**src/rtl/id_ex_fwd.sv**
```systemverilog
// id_ex_fwd: RV32I ID/EX pipeline register with load-use hazard detection and EX operand forwarding selects.
//
// Ports:
//   clk, reset               rising-edge clock, synchronous active-high reset
//   id_*                     decoded instruction fields and control from the ID stage
//   flush                    taken branch/jump in EX; the instruction entering EX is killed
//   exmem_rd/reg_write       destination of the instruction in EX/MEM
//   memwb_rd/reg_write       destination of the instruction in MEM/WB
//   ex_*                     registered EX-stage copies of the id_* fields
//   fwd_a_sel, fwd_b_sel     EX operand mux selects: 00 regfile, 01 EX/MEM, 10 MEM/WB, 11 unused
//   stall                    PC and IF/ID must hold this cycle (load-use hazard)
module id_ex_fwd #(
    parameter int XLEN = 32
) (
    input  logic            clk,
    input  logic            reset,
    input  logic            id_valid,
    input  logic [XLEN-1:0] id_pc,
    input  logic [XLEN-1:0] id_rs1_data,
    input  logic [XLEN-1:0] id_rs2_data,
    input  logic [XLEN-1:0] id_imm,
    input  logic [4:0]      id_rs1,
    input  logic [4:0]      id_rs2,
    input  logic [4:0]      id_rd,
    input  logic            id_uses_rs1,
    input  logic            id_uses_rs2,
    input  logic            id_reg_write,
    input  logic            id_mem_read,
    input  logic            id_mem_write,
    input  logic            id_alu_src,
    input  logic [3:0]      id_alu_op,
    input  logic [1:0]      id_wb_sel,
    input  logic            flush,
    input  logic [4:0]      exmem_rd,
    input  logic            exmem_reg_write,
    input  logic [4:0]      memwb_rd,
    input  logic            memwb_reg_write,
    output logic            ex_valid,
    output logic [XLEN-1:0] ex_pc,
    output logic [XLEN-1:0] ex_rs1_data,
    output logic [XLEN-1:0] ex_rs2_data,
    output logic [XLEN-1:0] ex_imm,
    output logic [4:0]      ex_rs1,
    output logic [4:0]      ex_rs2,
    output logic [4:0]      ex_rd,
    output logic            ex_reg_write,
    output logic            ex_mem_read,
    output logic            ex_mem_write,
    output logic            ex_alu_src,
    output logic [3:0]      ex_alu_op,
    output logic [1:0]      ex_wb_sel,
    output logic [1:0]      fwd_a_sel,
    output logic [1:0]      fwd_b_sel,
    output logic            stall
);
    logic            valid_q, valid_d;
    logic [XLEN-1:0] pc_q, pc_d;
    logic [XLEN-1:0] rs1_data_q, rs1_data_d;
    logic [XLEN-1:0] rs2_data_q, rs2_data_d;
    logic [XLEN-1:0] imm_q, imm_d;
    logic [4:0]      rs1_q, rs1_d;
    logic [4:0]      rs2_q, rs2_d;
    logic [4:0]      rd_q, rd_d;
    logic            reg_write_q, reg_write_d;
    logic            mem_read_q, mem_read_d;
    logic            mem_write_q, mem_write_d;
    logic            alu_src_q, alu_src_d;
    logic [3:0]      alu_op_q, alu_op_d;
    logic [1:0]      wb_sel_q, wb_sel_d;
    logic            keep;
    logic            exm_hit_a, exm_hit_b, mwb_hit_a, mwb_hit_b;

    // A load in EX whose destination ID reads must wait one cycle; a flush
    // overrides it so upstream takes the redirect instead of holding.
    always_comb begin
        stall = valid_q & mem_read_q & (rd_q != 5'd0) & id_valid & ~flush
              & ((id_uses_rs1 & (id_rs1 == rd_q)) | (id_uses_rs2 & (id_rs2 == rd_q)));
        // Control survives only for a real instruction that is neither flushed nor stalled.
        keep        = id_valid & ~flush & ~stall;
        valid_d     = keep;
        pc_d        = id_pc;
        rs1_data_d  = id_rs1_data;
        rs2_data_d  = id_rs2_data;
        imm_d       = id_imm;
        rs1_d       = id_rs1;
        rs2_d       = id_rs2;
        alu_src_d   = id_alu_src;
        rd_d        = keep ? id_rd : 5'd0;
        reg_write_d = keep & id_reg_write;
        mem_read_d  = keep & id_mem_read;
        mem_write_d = keep & id_mem_write;
        alu_op_d    = keep ? id_alu_op : 4'd0;
        wb_sel_d    = keep ? id_wb_sel : 2'd0;
    end

    always_ff @(posedge clk) begin
        if (reset) begin
            valid_q     <= 1'b0;
            pc_q        <= '0;
            rs1_data_q  <= '0;
            rs2_data_q  <= '0;
            imm_q       <= '0;
            rs1_q       <= 5'd0;
            rs2_q       <= 5'd0;
            rd_q        <= 5'd0;
            reg_write_q <= 1'b0;
            mem_read_q  <= 1'b0;
            mem_write_q <= 1'b0;
            alu_src_q   <= 1'b0;
            alu_op_q    <= 4'd0;
            wb_sel_q    <= 2'd0;
        end else begin
            valid_q     <= valid_d;
            pc_q        <= pc_d;
            rs1_data_q  <= rs1_data_d;
            rs2_data_q  <= rs2_data_d;
            imm_q       <= imm_d;
            rs1_q       <= rs1_d;
            rs2_q       <= rs2_d;
            rd_q        <= rd_d;
            reg_write_q <= reg_write_d;
            mem_read_q  <= mem_read_d;
            mem_write_q <= mem_write_d;
            alu_src_q   <= alu_src_d;
            alu_op_q    <= alu_op_d;
            wb_sel_q    <= wb_sel_d;
        end
    end

    // EX/MEM is the younger producer, so it wins over MEM/WB; x0 never forwards
    // and a bubble in EX never selects a bypass path.
    always_comb begin
        exm_hit_a = valid_q & exmem_reg_write & (exmem_rd != 5'd0) & (exmem_rd == rs1_q);
        exm_hit_b = valid_q & exmem_reg_write & (exmem_rd != 5'd0) & (exmem_rd == rs2_q);
        mwb_hit_a = valid_q & memwb_reg_write & (memwb_rd != 5'd0) & (memwb_rd == rs1_q);
        mwb_hit_b = valid_q & memwb_reg_write & (memwb_rd != 5'd0) & (memwb_rd == rs2_q);
        fwd_a_sel = exm_hit_a ? 2'b01 : mwb_hit_a ? 2'b10 : 2'b00;
        fwd_b_sel = exm_hit_b ? 2'b01 : mwb_hit_b ? 2'b10 : 2'b00;
    end

    assign ex_valid     = valid_q;
    assign ex_pc        = pc_q;
    assign ex_rs1_data  = rs1_data_q;
    assign ex_rs2_data  = rs2_data_q;
    assign ex_imm       = imm_q;
    assign ex_rs1       = rs1_q;
    assign ex_rs2       = rs2_q;
    assign ex_rd        = rd_q;
    assign ex_reg_write = reg_write_q;
    assign ex_mem_read  = mem_read_q;
    assign ex_mem_write = mem_write_q;
    assign ex_alu_src   = alu_src_q;
    assign ex_alu_op    = alu_op_q;
    assign ex_wb_sel    = wb_sel_q;
endmodule
```
**config.mk**
```make
export PLATFORM = sky130hd
export DESIGN_NAME = id_ex_fwd
export DESIGN_NICKNAME = d
export VERILOG_FILES = /design/src/rtl/id_ex_fwd.sv
export SDC_FILE = /design/constraint.sdc
export NUM_CORES = 1
export LEC_CHECK = 0
export ABC_AREA = 1
export CORE_AREA = 2 2 129 131
export CTS_BUF_LIST = sky130_fd_sc_hd__clkbuf_4
export DETAILED_ROUTE_END_ITERATION = 16
export DIE_AREA = 0 0 131 133
export GPL_TIMING_DRIVEN = 0
export PLACE_DENSITY_LB_ADDON = 0.05
export SLEW_MARGIN = 20
export SYNTH_ARGS = -nofsm -noshare
export SYNTH_HDL_FRONTEND = slang
export SYNTH_SLANG_ARGS = --single-unit
```
**constraint.sdc**
```tcl
create_clock -name clk -period 1 [get_ports clk]
set_input_delay 0.15 -clock clk [delete_from_list [all_inputs] [get_ports clk]]
set_output_delay 0.15 -clock clk [all_outputs]
set_load 0.01 [all_outputs]
```
==> flow_metrics.tcl <==
set metrics [dict create \
    cpPeakStageDelay_ns 0.38 \
    clk_pin_slew_ns 0.12 \
    numPortBuffers 328 \
    gp_congestion 0.8624 \
    seq_area_frac_synth 0.6318 \
    grt_first_pass_wirelength_um 22620 \
    critical_path_buf_inv_count 2 \
    rrSetupSlack_ns -0.34 \
    grt_usage 0.1750 \
    cp-end-kind "output pin" \
    critical_path.top_delay_family "flip-flops" \
    place_inst 1123 \
    rr_endpoint "ex_rd[4]" \
    ys_ff_latch 154 \
    synthesis.area_mm2 0.004880 \
    criticalPathCategory "reg -> out" \
    finalNetCount 1110 \
    r2r_start "ex_rd[2]" \
    utilization 0.5613 \
    root_buffer "clkbuf_4" \
    cp-startpoint "ex_rs2[0]" \
    fmax_mhz 554.2 \
    outcome "complete, but fails checks" \
    ys_warn_count 0 \
    rsz0062_at_grt "true" \
    combPwrFrac 0.166 \
    start_kind "flip-flop" \
    violations "negative setup slack" \
    hpwlAfterDp_um 12190 \
    grt_max_degree 17 \
    slowest_stage "dfxtp_4" \
    tritoncts "yes" \
    antenna_found_initial 1 \
    cp_max_fo 3 \
    timing_hold_violations_final 0 \
    ant_nets 0 \
    worstSetupPathDepth 6 \
    area_growth_pct 86.03 \
    die_y_um 133 \
    powerDensity_mw_per_mm2 1377 \
    clockPowerShare 0.305 \
    layout_setup_ws_ns -0.8045 \
    via_per_inst 3.845 \
    grt_overflow 0 \
    tightest_slew_ns 0.7205 \
    drv_slew 0 \
    hp-start "reset" \
    required_ns 0.85 \
    hold_depth 3 \
    final_cell_mix "169 x clkdlybuf4s50_1, 156 x inv_1, 153 x nor2_1" \
    cts_buffer_depth 2 \
    final_common_cell "clkdlybuf4s50_1" \
    drv_cap 0 \
    io_pins 330 \
    crit_arrival_ns 1.65 \
    syn_avg_cell_area_um2 8.486 \
    drc_errors 0 \
    die-area_mm2 0.01742 \
    period_minus_slack_ns 1.805 \
    crit_chain "xnor2_2 -> nand4_1 -> nor3_2 -> buf_4 -> nor2_2 -> buf_2" \
    layout.cells.non_filler 1173 \
    start_util 0.3017 \
    p_int_uw 9400 \
    synthCells 575 \
    clk_latency_ns 0.52 \
    layout-drive-gt1-share 0.3855 \
    fin_skew_ns 0.008939 \
    rows 47 \
    swShare 0.2482 \
    first_global_vias 4514 \
    min_to "ex_pc[11]" \
    power_frac_seq 0.529 \
    wire_per_inst_um 13.12 \
    vdd_drop_max_uv 950.1 \
    synthesis.nets 746 \
    hold_class "in -> reg" \
    numCtsBuffers 17 \
    firstDrtPassIters 4 \
    cts.sinks 154 \
    synth.distinct_cells 19 \
    totalWireLength_um 15380 \
    die_w_um 131 \
    setup_viol 175 \
    switchingPower_uw 3103 \
    core_mm2 0.01617 \
    slew_headroom 0.5197 \
    period_share 1.805 \
    p_leak_uw 0.004626 \
    drtIter0Drc 103 \
    worst_r2r_path_depth 11 \
    route.vias.total 4510 \
    htree_levels 4 \
]
-- through the flow --
stage	worst slack (ns)	total power [µW]	setup TNS, ns	area, µm²	hold WS, ns
finish	-0.8045	12500	-30.15	9077	0.08682
global route	-0.9414	13110	-45.92	9077	0.02972
CTS	-0.8926	12540	-40.67	8713	0.04721
detailed placement	-1.012	8743	-51.03	8486	0.5110
global placement	-0.9890	8720	-49.04	8486	0.5072
floorplan	-0.1203	7296	-1.297	4927	0.2496
-- final cells by class --
cell class / instances / area (µm²)
Antenna cell: 1 / 2.502
Buffer: 18 / 112.6
Clock buffer: 22 / 165.2
Clock inverter: 10 / 118.9
Fill cell: 1493 / 7094
Inverter: 163 / 616.8
Multi-Input combinational cell: 239 / 1149
Sequential cell: 154 / 3248
Tap cell: 220 / 275.3
Timing Repair Buffer: 346 / 3390
-- registers in the layout, summed over array words and instances (netlist names) --
register,cells
ex_reg_write,1
ex_pc,32
ex_wb_sel,2
ex_valid,1
ex_imm,32
ex_mem_read,1
ex_rd,5
ex_rs2_data,32
ex_mem_write,1
ex_rs2,5
ex_rs1_data,32
ex_rs1,5
ex_alu_op,4
ex_alu_src,1
-- per-layer routing --
layer,vias up,routed length (µm),track usage,share of wire
met3,34,1822,0.08937,0.12
met5,-,0,0,0
met4,0,463,0.08097,0.030
met2,208,7947,0.3198,0.52
met1,1955,5150,0.1566,0.33
li1,2313,-,-,-
-- worst reg2reg max path, delay by kind of cell, from the launching register on --
family | cells | cell delay, ns
AND/OR/NAND/NOR | 8 | 0.55
flip-flops | 1 | 0.39
buffers and inverters | 3 | 0.31
-- cells in the mapped netlist --
library cell | count | share of area
nor3_4 | 1 | 0.0033
xnor2_1 | 12 | 0.022
xor2_1 | 8 | 0.014
buf_12 | 1 | 0.0041
buf_6 | 1 | 0.0023
nor3_1 | 5 | 0.0051
nor2_2 | 9 | 0.012
inv_2 | 6 | 0.0046
nand3_1 | 5 | 0.0051
buf_2 | 12 | 0.012
clkbuf_1 | 3 | 0.0023
dfxtp_1 | 154 | 0.63
buf_4 | 2 | 0.0031
nand2_4 | 1 | 0.0023
inv_1 | 157 | 0.12
nor2_1 | 160 | 0.12
nand2_1 | 32 | 0.025
nand2_2 | 1 | 0.0013
nand4_1 | 5 | 0.0064
-- power groups by stage --
stage / Sequential (µW) / Clock [µW] / Combinational, µW
finish: 6620 / 3810 / 2070
global route: 6650 / 4210 / 2250
CTS: 6590 / 3960 / 1990
detailed placement: 6690 / 0 / 2050
global placement: 6680 / 0 / 2040
floorplan: 6850 / 0 / 449
-- worst max-delay path by stage --
stage | to
floorplan | ex_rd[0]
global placement | fwd_a_sel[0]
detailed placement | fwd_b_sel[0]
CTS | fwd_b_sel[1]
global route | fwd_b_sel[1]
finish | fwd_b_sel[1]
-- cells by family (layout without fill, tap and decap cells) --
| group | count (synthesis) | in the layout | share of synthesized area |
|---|---|---|---|
| AND/OR/NAND/NOR | 219 | 219 | 0.1828 |
| buffers and inverters | 182 | 559 | 0.1495 |
| flip-flops | 154 | 154 | 0.6318 |
| XOR/XNOR | 20 | 20 | 0.03590 |
| other | 0 | 1 | 0 |
-- what timing repair did --
item | CTS | global route
pin swaps | 12 | 15
resized for setup | 801 | 103
hold endpoints to repair | 15 | 10
gates cloned | 1 | 0
setup endpoints to repair | 174 | 184
buffers inserted | 12 | 6
hold buffers | 1 | 1
Note: power is estimated with default switching activity, not from simulation.
